[config.mk]
export PLATFORM = sky130hd
export DESIGN_NAME = fir_filter_param_flat
export DESIGN_NICKNAME = d
export VERILOG_FILES = /design/src/rtl/fir_filter_param_if.sv /design/src/rtl/fir_filter_param.sv /design/src/flat_wrapper.sv
export SDC_FILE = /design/constraint.sdc
export NUM_CORES = 1
export LEC_CHECK = 0
export BUFFER_PORTS_ARGS = -buffer_cell sky130_fd_sc_hd__buf_2
export CAP_MARGIN = 20
export CORE_UTILIZATION = 35
export DETAILED_ROUTE_END_ITERATION = 10
export GPL_TIMING_DRIVEN = 0
export SLEW_MARGIN = 20
export SYNTH_ARGS = -nofsm -noshare
export SYNTH_HDL_FRONTEND = slang
export SYNTH_SLANG_ARGS = --single-unit
[constraint.sdc]
create_clock -name clk -period 8.7 [get_ports clk]
set_input_delay 1.74 -clock clk [delete_from_list [all_inputs] [get_ports clk]]
set_output_delay 1.74 -clock clk [all_outputs]
set_load 0.01 [all_outputs]
[src/rtl/fir_filter_param_if.sv]
// Sample/coefficient bus for fir_filter_param: input handshake, output handshake,
// coefficient write port and synchronous flush.
interface fir_filter_param_if #(
  parameter int DATA_W = 16,
  parameter int COEF_W = 16
);
  logic              clear;
  logic              in_valid;
  logic              in_ready;
  logic [DATA_W-1:0] in_data;
  logic              out_valid;
  logic              out_ready;
  logic [DATA_W-1:0] out_data;
  logic              coef_wr;
  logic [4:0]        coef_addr;
  logic [COEF_W-1:0] coef_data;

  modport master (
    output clear, in_valid, in_data, out_ready, coef_wr, coef_addr, coef_data,
    input  in_ready, out_valid, out_data
  );

  modport slave (
    input  clear, in_valid, in_data, out_ready, coef_wr, coef_addr, coef_data,
    output in_ready, out_valid, out_data
  );
endinterface

[src/rtl/fir_filter_param.sv]
// Sequential single-MAC FIR: one sample accepted in IDLE, TAPS MAC cycles,
// then a rounded, saturated result held in OUT until taken downstream.
module fir_tap #(
  parameter int DATA_W = 16,
  parameter int COEF_W = 16
) (
  input  logic              clk,
  input  logic              rst_n,
  input  logic              clear,
  input  logic              shift_en,
  input  logic              coef_we,
  input  logic [DATA_W-1:0] d_in,
  input  logic [COEF_W-1:0] coef_in,
  output logic [DATA_W-1:0] d_out,
  output logic [COEF_W-1:0] c_out
);
  logic [DATA_W-1:0] d_q, d_d;
  logic [COEF_W-1:0] c_q, c_d;

  // clear flushes history only; coefficients survive it
  always_comb begin
    d_d = d_q;
    c_d = c_q;
    if (clear)         d_d = '0;
    else if (shift_en) d_d = d_in;
    if (coef_we)       c_d = coef_in;
  end

  always_ff @(posedge clk or negedge rst_n) begin
    if (!rst_n) begin
      d_q <= '0;
      c_q <= '0;
    end else begin
      d_q <= d_d;
      c_q <= c_d;
    end
  end

  assign d_out = d_q;
  assign c_out = c_q;
endmodule

module fir_filter_param #(
  parameter int DATA_W = 16,
  parameter int COEF_W = 16,
  parameter int TAPS   = 8,
  parameter int SHIFT  = 0
) (
  input logic               clk,
  input logic               rst_n,
  fir_filter_param_if.slave bus
);
  localparam int IW = $clog2(TAPS);
  localparam int AW = DATA_W + COEF_W + $clog2(TAPS);
  localparam int PW = DATA_W + COEF_W;

  localparam logic signed [AW:0] RND_ADD = ((AW+1)'(1) << SHIFT) >> 1;
  localparam logic signed [AW:0] SAT_MAX = {{(AW+2-DATA_W){1'b0}}, {(DATA_W-1){1'b1}}};
  localparam logic signed [AW:0] SAT_MIN = {{(AW+2-DATA_W){1'b1}}, {(DATA_W-1){1'b0}}};

  typedef enum logic [1:0] {IDLE, MAC, OUT} state_e;

  state_e                   state_q, state_d;
  logic [IW-1:0]            idx_q, idx_d;
  logic signed [AW-1:0]     acc_q, acc_d;
  logic [DATA_W-1:0]        out_q, out_d;

  logic [TAPS-1:0][DATA_W-1:0] d_taps;
  logic [TAPS-1:0][DATA_W-1:0] tap_in;
  logic [TAPS-1:0][COEF_W-1:0] c_taps;
  logic                        shift_en;
  logic                        coef_ok;

  logic [DATA_W-1:0]    d_sel;
  logic [COEF_W-1:0]    c_sel;
  logic signed [PW-1:0] prod;
  logic signed [AW-1:0] acc_sum;
  logic signed [AW:0]   rnd;
  logic signed [AW:0]   shifted;
  logic [DATA_W-1:0]    sat_val;

  assign tap_in  = {d_taps[TAPS-2:0], bus.in_data};
  assign coef_ok = (state_q == IDLE) && bus.coef_wr && !bus.clear &&
                   ({1'b0, bus.coef_addr} < 6'(TAPS));

  for (genvar k = 0; k < TAPS; k++) begin : g_tap
    fir_tap #(.DATA_W(DATA_W), .COEF_W(COEF_W)) u_tap (
      .clk      (clk),
      .rst_n    (rst_n),
      .clear    (bus.clear),
      .shift_en (shift_en),
      .coef_we  (coef_ok && (bus.coef_addr == 5'(k))),
      .d_in     (tap_in[k]),
      .coef_in  (bus.coef_data),
      .d_out    (d_taps[k]),
      .c_out    (c_taps[k])
    );
  end

  // full-precision product and running sum; the result path rounds then clamps
  always_comb begin
    d_sel   = d_taps[idx_q];
    c_sel   = c_taps[idx_q];
    prod    = $signed(d_sel) * $signed(c_sel);
    acc_sum = acc_q + AW'(prod);
    rnd     = (AW+1)'(acc_sum) + RND_ADD;
    shifted = rnd >>> SHIFT;
    if (shifted > SAT_MAX)      sat_val = SAT_MAX[DATA_W-1:0];
    else if (shifted < SAT_MIN) sat_val = SAT_MIN[DATA_W-1:0];
    else                        sat_val = shifted[DATA_W-1:0];
  end

  always_comb begin
    state_d  = state_q;
    idx_d    = idx_q;
    acc_d    = acc_q;
    out_d    = out_q;
    shift_en = 1'b0;
    if (bus.clear) begin
      state_d = IDLE;
      idx_d   = '0;
      acc_d   = '0;
      out_d   = '0;
    end else begin
      case (state_q)
        IDLE: if (bus.in_valid) begin
          shift_en = 1'b1;
          idx_d    = '0;
          acc_d    = '0;
          state_d  = MAC;
        end
        MAC: begin
          acc_d = acc_sum;
          if (idx_q == IW'(TAPS-1)) begin
            idx_d   = '0;
            out_d   = sat_val;
            state_d = OUT;
          end else begin
            idx_d = idx_q + 1'b1;
          end
        end
        OUT: if (bus.out_ready) state_d = IDLE;
        default: state_d = IDLE;
      endcase
    end
  end

  always_ff @(posedge clk or negedge rst_n) begin
    if (!rst_n) begin
      state_q <= IDLE;
      idx_q   <= '0;
      acc_q   <= '0;
      out_q   <= '0;
    end else begin
      state_q <= state_d;
      idx_q   <= idx_d;
      acc_q   <= acc_d;
      out_q   <= out_d;
    end
  end

  assign bus.in_ready  = (state_q == IDLE);
  assign bus.out_valid = (state_q == OUT);
  assign bus.out_data  = out_q;
endmodule

[src/flat_wrapper.sv]
// flat-port wrapper written by rule: the top's interface ports become plain ports
module fir_filter_param_flat 
#(
  parameter int DATA_W = 16,
  parameter int COEF_W = 16,
  parameter int TAPS   = 8,
  parameter int SHIFT  = 0
)
  (clk, rst_n, bus_clear, bus_in_valid, bus_in_data, bus_out_ready, bus_coef_wr, bus_coef_addr, bus_coef_data, bus_in_ready, bus_out_valid, bus_out_data);
  fir_filter_param_if #(.DATA_W(DATA_W), .COEF_W(COEF_W)) bus_i ();
  input logic clk;
  input logic rst_n;
  input wire logic [$bits(bus_i.clear)-1:0] bus_clear;
  input wire logic [$bits(bus_i.in_valid)-1:0] bus_in_valid;
  input wire logic [$bits(bus_i.in_data)-1:0] bus_in_data;
  input wire logic [$bits(bus_i.out_ready)-1:0] bus_out_ready;
  input wire logic [$bits(bus_i.coef_wr)-1:0] bus_coef_wr;
  input wire logic [$bits(bus_i.coef_addr)-1:0] bus_coef_addr;
  input wire logic [$bits(bus_i.coef_data)-1:0] bus_coef_data;
  output wire logic [$bits(bus_i.in_ready)-1:0] bus_in_ready;
  output wire logic [$bits(bus_i.out_valid)-1:0] bus_out_valid;
  output wire logic [$bits(bus_i.out_data)-1:0] bus_out_data;
  assign bus_i.clear = bus_clear;
  assign bus_i.in_valid = bus_in_valid;
  assign bus_i.in_data = bus_in_data;
  assign bus_i.out_ready = bus_out_ready;
  assign bus_i.coef_wr = bus_coef_wr;
  assign bus_i.coef_addr = bus_coef_addr;
  assign bus_i.coef_data = bus_coef_data;
  assign bus_in_ready = bus_i.in_ready;
  assign bus_out_valid = bus_i.out_valid;
  assign bus_out_data = bus_i.out_data;
  fir_filter_param #(.DATA_W(DATA_W), .COEF_W(COEF_W), .TAPS(TAPS), .SHIFT(SHIFT)) u_core (.clk(clk), .rst_n(rst_n), .bus(bus_i));
endmodule
==> metrics.yaml, run 1 <==
finish:
  final_common_cell: "nand2_1"
  postLayoutCoreUtil_pct: 40.77
  drive_above_1_share_pct: 18.63
  final_nets: 3048
  areaGrowthSynthToFinish_pct: 14.82
  stdcell_count: 3564
  num_antenna_cells: 0
  layout_common_cells: "419 x nand2_1, 344 x inv_1, 311 x dfrtp_1, 308 x fa_1, 177 x nor2_1"
synthesis:
  synthMuxAreaShare_pct: 13.35
  yosys_most_used_dff: "dfrtp_1"
  synth-edff-count: 0
  synth_top_family_by_area: "adder cells"
  synth_top_area_share_pct: 30.65
  synthArstFlopShare_pct: 100.0
  post-synth-top-area-cell: "dfrtp_1"
  postSynthAreaPerCell_sq_um: 10.37
  synth_compound_area_share_pct: 7.305
  synthSimpleGateAreaFrac_pct: 10.92
  ys_seq_area_share_pct: 30.65
  synth_area_leaders: "dfrtp_1 31%, fa_1 24%, mux2_2 6.6%"
  syn-cell-area_sq_um: 25470
  synth_xor_area_share_pct: 1.169
  synthAdderAreaFrac_pct: 29.57
  syn_nets: 2916
  synth_seq_cells: 312
  syn_inst: 2457
  yosysUniqueCellTypes: 66
  yosys_warnings: 0
global_route:
  antenna_found_initial: 3
  grt_max_degree: 98
  grt_pass1_vias: 19250
  gr-total-overflow: 0
  grt_util_all_layers_pct: 19.79
  grt_pass1_wl_mm: 113.6
route:
  drt-initial-drc-count: 1410
  vias: 18550
  antenna_left: 0
  routed_via_density: 5.204
  firstDrtPassIters: 7
  wirelength_mm: 71.10
  wl_per_cell_um: 19.95
  drc: 0
power_and_ir_drop:
  p_int_mw: 3.196
  seqPwrFrac_pct: 31.5
  switching_power_mw: 1.919
  p_leak_nw: 13.75
  power.density_nw_per_um2: 174.9
  switching_share_pct: 37.52
  pwr-share-clk_pct: 30.7
  ir_drop_uv: 136.0
  combPwrFrac_pct: 37.8
critical_path:
  cp_slowest_stage_delay_ns: 0.59
  worstPathRequired_ns: 9.11
  startpoint_type: "flop"
  endpoint_kind: "flop"
  arrival_ns: 8.85
  crit_family: "adder cells"
  cp_num_buf_inv: 10
  crit_path_frequent_cell: "fa_1"
  path_class: "flop to flop"
  cp_max_fo: 10
  critPathSlowestCell: "mux4_2"
place:
  gp_congestion: 0.8840
  dpl.hpwl_mm: 55.29
  io_buffers: 57
  placed_cells: 3472
sta:
  period_needed_ns: 8.440
  hold_viol_final: 0
  finalSetupViolations: 0
  worst_pin_slew_ns: 0.8787
  fin_skew_ns: 0.04346
  max_freq_mhz: 118.5
  finalCritPeriodShare_pct: 97.01
  slew_headroom_pct: 41.42
  drv_slew: 0
  hold_ws_ns: 0.4971
floorplanning:
  core_sq_um: 71730
  initial_core_util_pct: 35.51
  die-area_sq_um: 73850
  die_h_um: 271.8
  rows: 98
  ios: 61
  die_x_um: 271.8
status:
  status: "finished, final reports clean"
clock_tree:
  ctsHoldBuffers: 0
  htreeDepth: 2
  cts_num_sinks: 312
  clockBufferDepth: 3
  clk_latency_ns: 0.58
  root_buffer: "clkbuf_16"
  cts.clk_slew.worst_paths_ns: 0.07
  cts_tree: "built"
  cts_made_buffers: 36
job:
  maxCapViolations: 0
worst_hold_path:
  hp-class: "flop to flop"
-- worst reg2reg max path: cells and delay by family (launching register included) --
kind            cells  cell delay (ns)
fa+ha+maj           7             3.35
compound gates      4             0.75
mux                 2             0.87
flops               1             0.41
simple gates        6             1.32
xor+xnor            1             0.25
buf+inv            10             1.36
-- cell usage after synthesis, types with 3 or more instances --
| cell | number |
|---|---|
| a211oi_1 | 7 |
| a21o_1 | 3 |
| a21oi_1 | 165 |
| a22o_1 | 17 |
| a22oi_1 | 7 |
| a31oi_1 | 7 |
| and2_1 | 8 |
| and3_1 | 6 |
| and4_1 | 4 |
| buf_1 | 11 |
| buf_2 | 12 |
| buf_4 | 5 |
| clkbuf_1 | 93 |
| dfrtp_1 | 312 |
| fa_1 | 310 |
| ha_1 | 106 |
| inv_1 | 346 |
| mux2_2 | 150 |
| mux2i_1 | 27 |
| mux4_2 | 64 |
| nand2_1 | 420 |
| nand2b_1 | 9 |
| nand3_1 | 10 |
| nand3b_1 | 3 |
| nand4_1 | 12 |
| nor2_1 | 178 |
| nor2b_1 | 4 |
| nor3_1 | 9 |
| nor3b_1 | 3 |
| nor4_1 | 4 |
| o211ai_1 | 18 |
| o21ai_0 | 44 |
| o21ai_1 | 6 |
| or3_1 | 3 |
| xnor2_1 | 22 |
| xor2_1 | 12 |
-- timing repair --
action | 4_1_cts | 5_1_grt
buffers inserted | 7 | 25
setup endpoints to repair | 36 | 15
gates resized for setup | 114 | 43
pin swaps | 4 | 11
-- power by group through the flow --
stage | combinational [mW] | sequential [mW] | clock, mW
after floorplan | 1.26 | 1.61 | 0
after global placement | 1.75 | 1.64 | 0
after detailed placement | 1.77 | 1.64 | 0
after CTS | 1.84 | 1.61 | 1.60
after global routing | 2.15 | 1.62 | 1.66
final | 1.93 | 1.61 | 1.57
-- area by class of cell --
cell class,instances,area (sq um)
inverter,347,1303
clock inverter,16,220.2
multi-input combinational,1677,16310
buffer,118,621.8
sequential,312,7809
clock buffer,47,992.2
fill,6954,42490
tap,950,1189
timing repair buffer,97,795.8
-- metrics by stage --
stage / setup TNS (ns) / worst slack, ns / cell area (sq um) / total power [mW]
after CTS: 0 / 0.008939 / 28840 / 5.054
after floorplan: 0 / 0.4397 / 25470 / 2.871
final: 0 / 0.2605 / 29240 / 5.116
after global routing: -0.1223 / -0.02870 / 29240 / 5.431
after detailed placement: -35.61 / -1.831 / 27150 / 3.410
after global placement: -143.55 / -1.880 / 26940 / 3.384
-- worst paths after layout --
check,cells after the start,to,startpoint,slack [ns]
worst min register to register,2,u_core.acc_q[6]$_DFFE_PN0P_,u_core.acc_q[6]$_DFFE_PN0P_,0.50
worst max-delay path,30,u_core.bus.out_data[7]$_DFFE_PN0P_,u_core.idx_q[0]$_DFFE_PN0P_,0.26
worst min-delay path,2,u_core.acc_q[6]$_DFFE_PN0P_,u_core.acc_q[6]$_DFFE_PN0P_,0.50
min in group asynchronous,1,u_core.g_tap[1].u_tap.d_out[14]$_DFFE_PN0P_,rst_n,1.05
max in group asynchronous,3,u_core.g_tap[6].u_tap.d_out[6]$_DFFE_PN0P_,rst_n,6.45
worst max register to register,30,u_core.bus.out_data[7]$_DFFE_PN0P_,u_core.idx_q[0]$_DFFE_PN0P_,0.26
-- sequential cells by signal, indices dropped and copies added (netlist names) --
| signal | cells |
|---|---|
| u_core.acc_q | 35 |
| u_core.bus.out_data | 16 |
| u_core.g_tap.u_tap.c_out | 128 |
| u_core.g_tap.u_tap.d_out | 128 |
| u_core.idx_q | 3 |
| u_core.state_q | 2 |
-- metal layers --
layer | vias up | routed length [um] | global-route usage (%)
met5 | - | 11 | 0
met4 | 2 | 1956 | 5.219
met3 | 123 | 4128 | 3.229
met2 | 555 | 33280 | 31.74
met1 | 9628 | 31730 | 27.77
li1 | 8238 | - | -
-- kinds of logic (layout without fill, tap and decap cells) --
logic type                 count (synthesis)  count (layout)
AOI/OAI and AO/OA                        305             305
muxes                                    241             241
buffers and inverters                    468             625
xor gates and xnor gates                  34              34
adders and majority gates                416             416
and+or+nand+nor                          681             681
DFF                                      312             312
(Power assumes the default switching activity.)
==> run 2, diff against run 1 <==
--- a/config.mk
+++ b/config.mk
@@ -5,10 +5,10 @@
 export SDC_FILE = /design/constraint.sdc
 export NUM_CORES = 1
 export LEC_CHECK = 0
-export BUFFER_PORTS_ARGS = -buffer_cell sky130_fd_sc_hd__buf_2
 export CAP_MARGIN = 20
 export CORE_UTILIZATION = 35
 export DETAILED_ROUTE_END_ITERATION = 10
+export DONT_BUFFER_PORTS = 1
 export GPL_TIMING_DRIVEN = 0
 export SLEW_MARGIN = 20
 export SYNTH_ARGS = -nofsm -noshare
==> run 2 against run 1 <==
Against the previous run:
- design area fell by 1.5%
- via count fell by 1.4%
- clock-buffer cell count rose by 6
- power fell by 1.8%
- global-route usage rose by 0.27 points
- non-clock buffer count fell by 68
- fmax fell by 1.1%
- first-iteration DRC count rose by 1.5%
- sequential power barely moved
- final cell count fell by 1.9%
- register-to-register slack got worse by 0.097 ns
- largest power group unchanged
- highest routed layer is now met4
==> metrics.yaml, run 2 (synthesized netlist as in run 1, its figures left out) <==
finish:
  areaGrowthSynthToFinish_pct: 13.06
  final_common_cell: "nand2_1"
  fillCellCount: 6965  # +0.16%
  stdcell_area_sq_um: 28800  # -1.5%
  num_antenna_cells: 0  # unchanged
  final_nets: 2979  # -2.3%
  layout_common_cells: "418 x nand2_1, 343 x inv_1, 311 x dfrtp_1, 308 x fa_1, 177 x nor2_1"
  drive_above_1_share_pct: 16.35  # -2.3 points
sta:
  period_needed_ns: 8.536  # +0.09651 ns
  slew_headroom_pct: 35.74  # -5.7 points
  finalSetupViolations: 0  # unchanged
  drv_slew: 0  # unchanged
  hold_viol_final: 0  # unchanged
  worst_pin_slew_ns: 0.9639  # +0.08521 ns
  fin_skew_ns: 0.02319  # -0.02026 ns
  finalCritPeriodShare_pct: 98.12  # +1.1 points
  max_freq_mhz: 117.2  # -1.1%
global_route:
  grt_pass1_vias: 19490  # +1.2%
  grt_pass1_wl_mm: 114.1  # +0.42%
  gr-total-overflow: 0  # unchanged
  grt_util_all_layers_pct: 20.06  # +0.27 points
  grt_max_degree: 313  # +220%
  antenna_found_initial: 0  # -3
floorplanning:
  initial_core_util_pct: 35.51  # unchanged
  ios: 61  # unchanged
  die_x_um: 271.8  # unchanged
  die-area_sq_um: 73850  # unchanged
  die_h_um: 271.8  # unchanged
  rows: 98  # unchanged
  core_sq_um: 71730  # unchanged
job:
  maxCapViolations: 0  # unchanged
clock_tree:
  cts.clk_slew.worst_paths_ns: 0.07  # about the same
  clockBufferDepth: 3  # unchanged
  cts_made_buffers: 35  # -2.8%
  root_buffer: "clkbuf_16"
  clk_latency_ns: 0.56  # -0.02 ns
  cts_tree: "built"
  cts_num_sinks: 312  # unchanged
  ctsHoldBuffers: 0  # unchanged
  htreeDepth: 2  # unchanged
route:
  drc: 0  # unchanged
  vias: 18290  # -1.4%
  firstDrtPassIters: 8  # +1
  wirelength_mm: 72.81  # +2.4%
  drt-initial-drc-count: 1431  # +1.5%
  routed_via_density: 5.233  # +0.57%
  wl_per_cell_um: 20.83  # +4.4%
  antenna_left: 0  # unchanged
critical_path:
  path_class: "flop to flop"
  cp_slowest_stage_delay_ns: 0.55  # -0.04 ns
  cp_max_fo: 10  # unchanged
  endpoint_kind: "flop"
  reg2reg_slack_ns: 0.16  # -0.10 ns
  worstPathRequired_ns: 9.09  # -0.02 ns
  startpoint_type: "flop"
  crit_path_frequent_cell: "fa_1"
  arrival_ns: 8.93  # +0.08 ns
  critPathSlowestCell: "fa_1"
place:
  dpl.hpwl_mm: 57.00  # +3.1%
  gp_congestion: 0.9037  # +2.2%
  placed_area_sq_um: 26730  # -1.6%
  io_buffers: 0  # -100%
status:
  status: "finished, final reports clean"
power_and_ir_drop:
  seqPwrFrac_pct: 32.1  # +0.6 points
  pwr-share-clk_pct: 30.0  # -0.7 points
  switching_share_pct: 37.27  # -0.25 points
  p_int_mw: 3.153  # -1.4%
  power.density_nw_per_um2: 174.5  # -0.22%
  ir_drop_uv: 147.5  # +8.5%
  total_power_mw: 5.026  # -1.8%
  p_leak_nw: 13.45  # -2.2%
  combPwrFrac_pct: 37.9  # about the same
  switching_power_mw: 1.873  # -2.4%
worst_hold_path:
  hp-class: "flop to flop"
run 2: what timing repair did:
| item | in CTS | in global routing |
|---|---|---|
| buffers inserted | 5 | 22 |
| pin swaps | 7 | 10 |
| resized for setup | 136 | 39 |
| setup endpoints to repair | 37 | 15 |
run 2: area by class of cell:
class / count / area, sq um / area share, %
Clock inverter: 9 / 103.9 / 0.3607
Clock buffer: 53 / 1054 / 3.659
Timing Repair Buffer: 28 / 335.3 / 1.165
Multi-Input combinational cell: 1677 / 16350 / 56.78
Inverter: 347 / 1303 / 4.523
Buffer: 119 / 653.1 / 2.268
Sequential cell: 312 / 7809 / 27.12
Tap cell: 950 / 1189 / 4.128
run 2: worst paths after layout:
| path | from | endpoint | depth (start not counted) |
|---|---|---|---|
| setup / recovery | u_core.idx_q[1]$_DFFE_PN0P_ | u_core.bus.out_data[7]$_DFFE_PN0P_ | 30 |
| hold / removal | u_core.acc_q[5]$_DFFE_PN0P_ | u_core.acc_q[5]$_DFFE_PN0P_ | 2 |
| setup reg to reg | u_core.idx_q[1]$_DFFE_PN0P_ | u_core.bus.out_data[7]$_DFFE_PN0P_ | 30 |
| hold reg to reg | u_core.acc_q[5]$_DFFE_PN0P_ | u_core.acc_q[5]$_DFFE_PN0P_ | 2 |
| max in group asynchronous | rst_n | u_core.g_tap[4].u_tap.c_out[9]$_DFFE_PN0P_ | 0 |
| min in group asynchronous | rst_n | u_core.g_tap[7].u_tap.d_out[13]$_DFFE_PN0P_ | 0 |
run 2: through the flow:
stage	util, %	hold WS (ns)	worst slack (ns)	std cells	TNS [ns]
3_3_place_gp	37.16	0.4811	-1.906	3407	-37.71
2_1_floorplan	-	0.4563	0.4397	2457	0
5_1_grt	40.14	0.5160	-0.009154	3495	-0.01112
6_report	40.14	0.4960	0.1639	3495	0
4_1_cts	39.61	0.4993	0.009106	3474	0
3_5_place_dp	37.26	0.4845	-2.015	3408	-40.93
run 2: per-layer routing:
metal / global-route usage, % / routed length [um]
met2: 33.53 / 35380
met5: 0 / 0
met4: 5.869 / 2073
met1: 26.58 / 30860
met3: 3.538 / 4493
run 2: critical path: cells and delay by family (launching register included):
family	cells	cell delay, ns
AO/OA/AOI/OAI	4	0.71
XOR/XNOR	1	0.28
adder cells (fa/ha/maj)	7	3.39
buffers and inverters	10	1.60
flip-flops	1	0.44
multiplexers	2	0.72
AND/OR/NAND/NOR	6	1.20
run 2: power by group through the flow:
stage / Sequential, mW / Combinational (mW) / Clock, mW
detailed placement: 1.64 / 1.74 / 0
floorplan: 1.61 / 1.26 / 0
global route: 1.62 / 2.11 / 1.59
finish: 1.61 / 1.91 / 1.51
global placement: 1.63 / 1.71 / 0
CTS: 1.61 / 1.81 / 1.53
==> run 3, diff against run 2 <==
--- a/config.mk
+++ b/config.mk
@@ -6,11 +6,15 @@
 export NUM_CORES = 1
 export LEC_CHECK = 0
 export CAP_MARGIN = 20
+export CELL_PAD_IN_SITES_DETAIL_PLACEMENT = 0
+export CELL_PAD_IN_SITES_GLOBAL_PLACEMENT = 1
 export CORE_UTILIZATION = 35
 export DETAILED_ROUTE_END_ITERATION = 10
 export DONT_BUFFER_PORTS = 1
 export GPL_TIMING_DRIVEN = 0
+export PLACE_DENSITY_LB_ADDON = 0.1
 export SLEW_MARGIN = 20
 export SYNTH_ARGS = -nofsm -noshare
 export SYNTH_HDL_FRONTEND = slang
 export SYNTH_SLANG_ARGS = --single-unit
+export TNS_END_PERCENT = 30
==> run 3 against run 2 <==
Against the previous run:
- design area grew 1.4%
- non-clock buffer count is 22 higher
- final cell count is 0.97% higher
- worst setup slack better by 0.15 ns
- via count down 0.85%
- power rose by 5.1%
- sequential power about the same
==> metrics.yaml, run 3 (synthesized netlist as in run 1, its figures left out) <==
status:
  status: "finished, final reports clean"
sta:
  finalCritPeriodShare_pct: 96.34  # -1.8 points
  hold_ws_ns: 0.4962  # +0.0001740 ns
  hold_viol_final: 0  # unchanged
  worst_pin_slew_ns: 1.234  # +0.2696 ns
  max_freq_mhz: 119.3  # +1.8%
  finalSetupViolations: 0  # unchanged
  fin_skew_ns: 0.04562  # +0.02243 ns
  slew_headroom_pct: 17.76  # -18 points
  drv_slew: 0  # unchanged
  period_needed_ns: 8.382  # -0.1543 ns
clock_tree:
  clockBufferDepth: 3  # unchanged
  cts.clk_slew.worst_paths_ns: 0.05  # -0.02 ns
  cts_made_buffers: 40  # +14%
  cts_tree: "built"
  cts_num_sinks: 312  # unchanged
  root_buffer: "clkbuf_16"
  htreeDepth: 2  # unchanged
  clk_latency_ns: 0.60  # +0.04 ns
route:
  wl_per_cell_um: 22.98  # +10%
  vias: 18140  # -0.85%
  routed_via_density: 5.139  # -1.8%
  drc: 0  # unchanged
  wirelength_mm: 81.09  # +11%
  firstDrtPassIters: 5  # -3
  drt-initial-drc-count: 1050  # -27%
  antenna_left: 0  # unchanged
power_and_ir_drop:
  switching_share_pct: 38.10  # +0.83 points
  seqPwrFrac_pct: 30.5  # -1.6 points
  combPwrFrac_pct: 37.8  # about the same
  switching_power_mw: 2.012  # +7.4%
  p_leak_nw: 13.60  # +1.1%
  total_power_mw: 5.281  # +5.1%
  p_int_mw: 3.269  # +3.7%
  ir_drop_uv: 145.5  # -1.4%
  pwr-share-clk_pct: 31.6  # +1.6 points
  power.density_nw_per_um2: 180.9  # +3.6%
floorplanning:
  initial_core_util_pct: 35.51  # unchanged
  ios: 61  # unchanged
  core_sq_um: 71730  # unchanged
  die-area_sq_um: 73850  # unchanged
  die_x_um: 271.8  # unchanged
  die_h_um: 271.8  # unchanged
  rows: 98  # unchanged
finish:
  final_nets: 3007  # +0.94%
  stdcell_count: 3529  # +0.97%
  areaGrowthSynthToFinish_pct: 14.62
  num_antenna_cells: 0  # unchanged
  layout_common_cells: "418 x nand2_1, 342 x inv_1, 311 x dfrtp_1, 308 x fa_1, 177 x nor2_1"
  drive_above_1_share_pct: 17.49  # +1.1 points
  final_common_cell: "nand2_1"
  fillCellCount: 7094  # +1.9%
  stdcell_area_sq_um: 29190  # +1.4%
  postLayoutCoreUtil_pct: 40.70  # +0.56 points
critical_path:
  critPathSlowestCell: "mux4_2"
  worstPathRequired_ns: 9.18  # +0.09 ns
  path_class: "flop to flop"
  startpoint_type: "flop"
  arrival_ns: 8.86  # -0.07 ns
  endpoint_kind: "flop"
  crit_path_frequent_cell: "fa_1"
  cp_slowest_stage_delay_ns: 0.59  # +0.04 ns
  cp_max_fo: 10  # unchanged
place:
  gp_congestion: 0.8879  # -1.7%
  placed_area_sq_um: 26820  # +0.34%
  placed_cells: 3413  # +0.15%
  dpl.hpwl_mm: 63.04  # +11%
  io_buffers: 0  # unchanged
global_route:
  grt_pass1_wl_mm: 125.4  # +9.9%
  grt_max_degree: 313  # unchanged
  antenna_found_initial: 1  # +1
  gr-total-overflow: 0  # unchanged
  grt_util_all_layers_pct: 22.61  # +2.5 points
  grt_pass1_vias: 19640  # +0.78%
worst_hold_path:
  hp-class: "flop to flop"
job:
  maxCapViolations: 0  # unchanged
run 3: changes by cell type in the layout (fill, tap and decap cells not counted), moves of 3 or more:
cell and change:
mux2i_4 -4, clkbuf_8 -5, clkbuf_16 +5, clkbuf_1 +6, mux2i_2 +4, buf_4 +20, buf_6 +3, clkbuf_2 -4
o21ai_2 +3
run 3: layout make-up:
cell class	count	area, sq um	area share (%)
repair buffers	49	505.5	1.731
plain buffers	120	689.4	2.361
clock buffers	61	1150	3.939
clock inverters	12	167.7	0.5743
flip-flops and latches	312	7809	26.75
multi-input cells	1678	16380	56.10
well taps	950	1189	4.071
inverters	347	1306	4.474
run 3: power by group through the flow:
stage          combinational (mW)  clock, mW  sequential [mW]
4_1_cts                      1.93       1.72             1.61
2_1_floorplan                1.26          0             1.61
5_1_grt                      2.22       1.77             1.63
3_5_place_dp                 1.82          0             1.64
3_3_place_gp                 1.80          0             1.63
6_report                     2.00       1.67             1.61
run 3: per-layer routing:
layer | wire (um) | vias up | GRT usage [%]
li1 | - | 8143 | -
met1 | 35960 | 9555 | 30.33
met2 | 39660 | 332 | 38.35
met3 | 2947 | 106 | 2.565
met4 | 2526 | 0 | 6.771
met5 | 0 | - | 0
run 3: repair_timing:
item / CTS / global route
gates resized for setup: 127 / 54
endpoints found under the setup margin: 41 / 15
setup buffers: 18 / 24
gates cloned: 1 / 1
pin swaps: 7 / 13
hold buffers: 0 / 0
hold endpoints to repair: 0 / 0
run 3: worst paths after layout:
path,startpoint,endpoint,slack [ns],cells after the start
setup / recovery,u_core.idx_q[0]$_DFFE_PN0P_,u_core.bus.out_data[7]$_DFFE_PN0P_,0.32,28
hold / removal,u_core.acc_q[5]$_DFFE_PN0P_,u_core.acc_q[5]$_DFFE_PN0P_,0.50,2
setup reg to reg,u_core.idx_q[0]$_DFFE_PN0P_,u_core.bus.out_data[7]$_DFFE_PN0P_,0.32,28
hold reg to reg,u_core.acc_q[5]$_DFFE_PN0P_,u_core.acc_q[5]$_DFFE_PN0P_,0.50,2
max in group asynchronous,rst_n,u_core.g_tap[0].u_tap.c_out[9]$_DFFE_PN0P_,6.86,0
min in group asynchronous,rst_n,u_core.acc_q[34]$_DFFE_PN0P_,0.85,0
run 3: stage by stage:
stage	setup TNS [ns]	setup WS, ns
final	0	0.3182
after floorplan	0	0.4397
after global routing	-0.05174	-0.02465
after global placement	-51.31	-2.284
after detailed placement	-46.69	-2.186
after CTS	0	0.008216
run 3: worst max-delay path, delay by kind of cell (launching register included):
family	cells	cell delay (ns)
adders and majority gates	7	3.13
DFF	1	0.41
muxes	2	0.89
buffers and inverters	8	1.58
and+or+nand+nor	6	1.37
xor gates and xnor gates	1	0.22
AOI/OAI and AO/OA	4	0.66
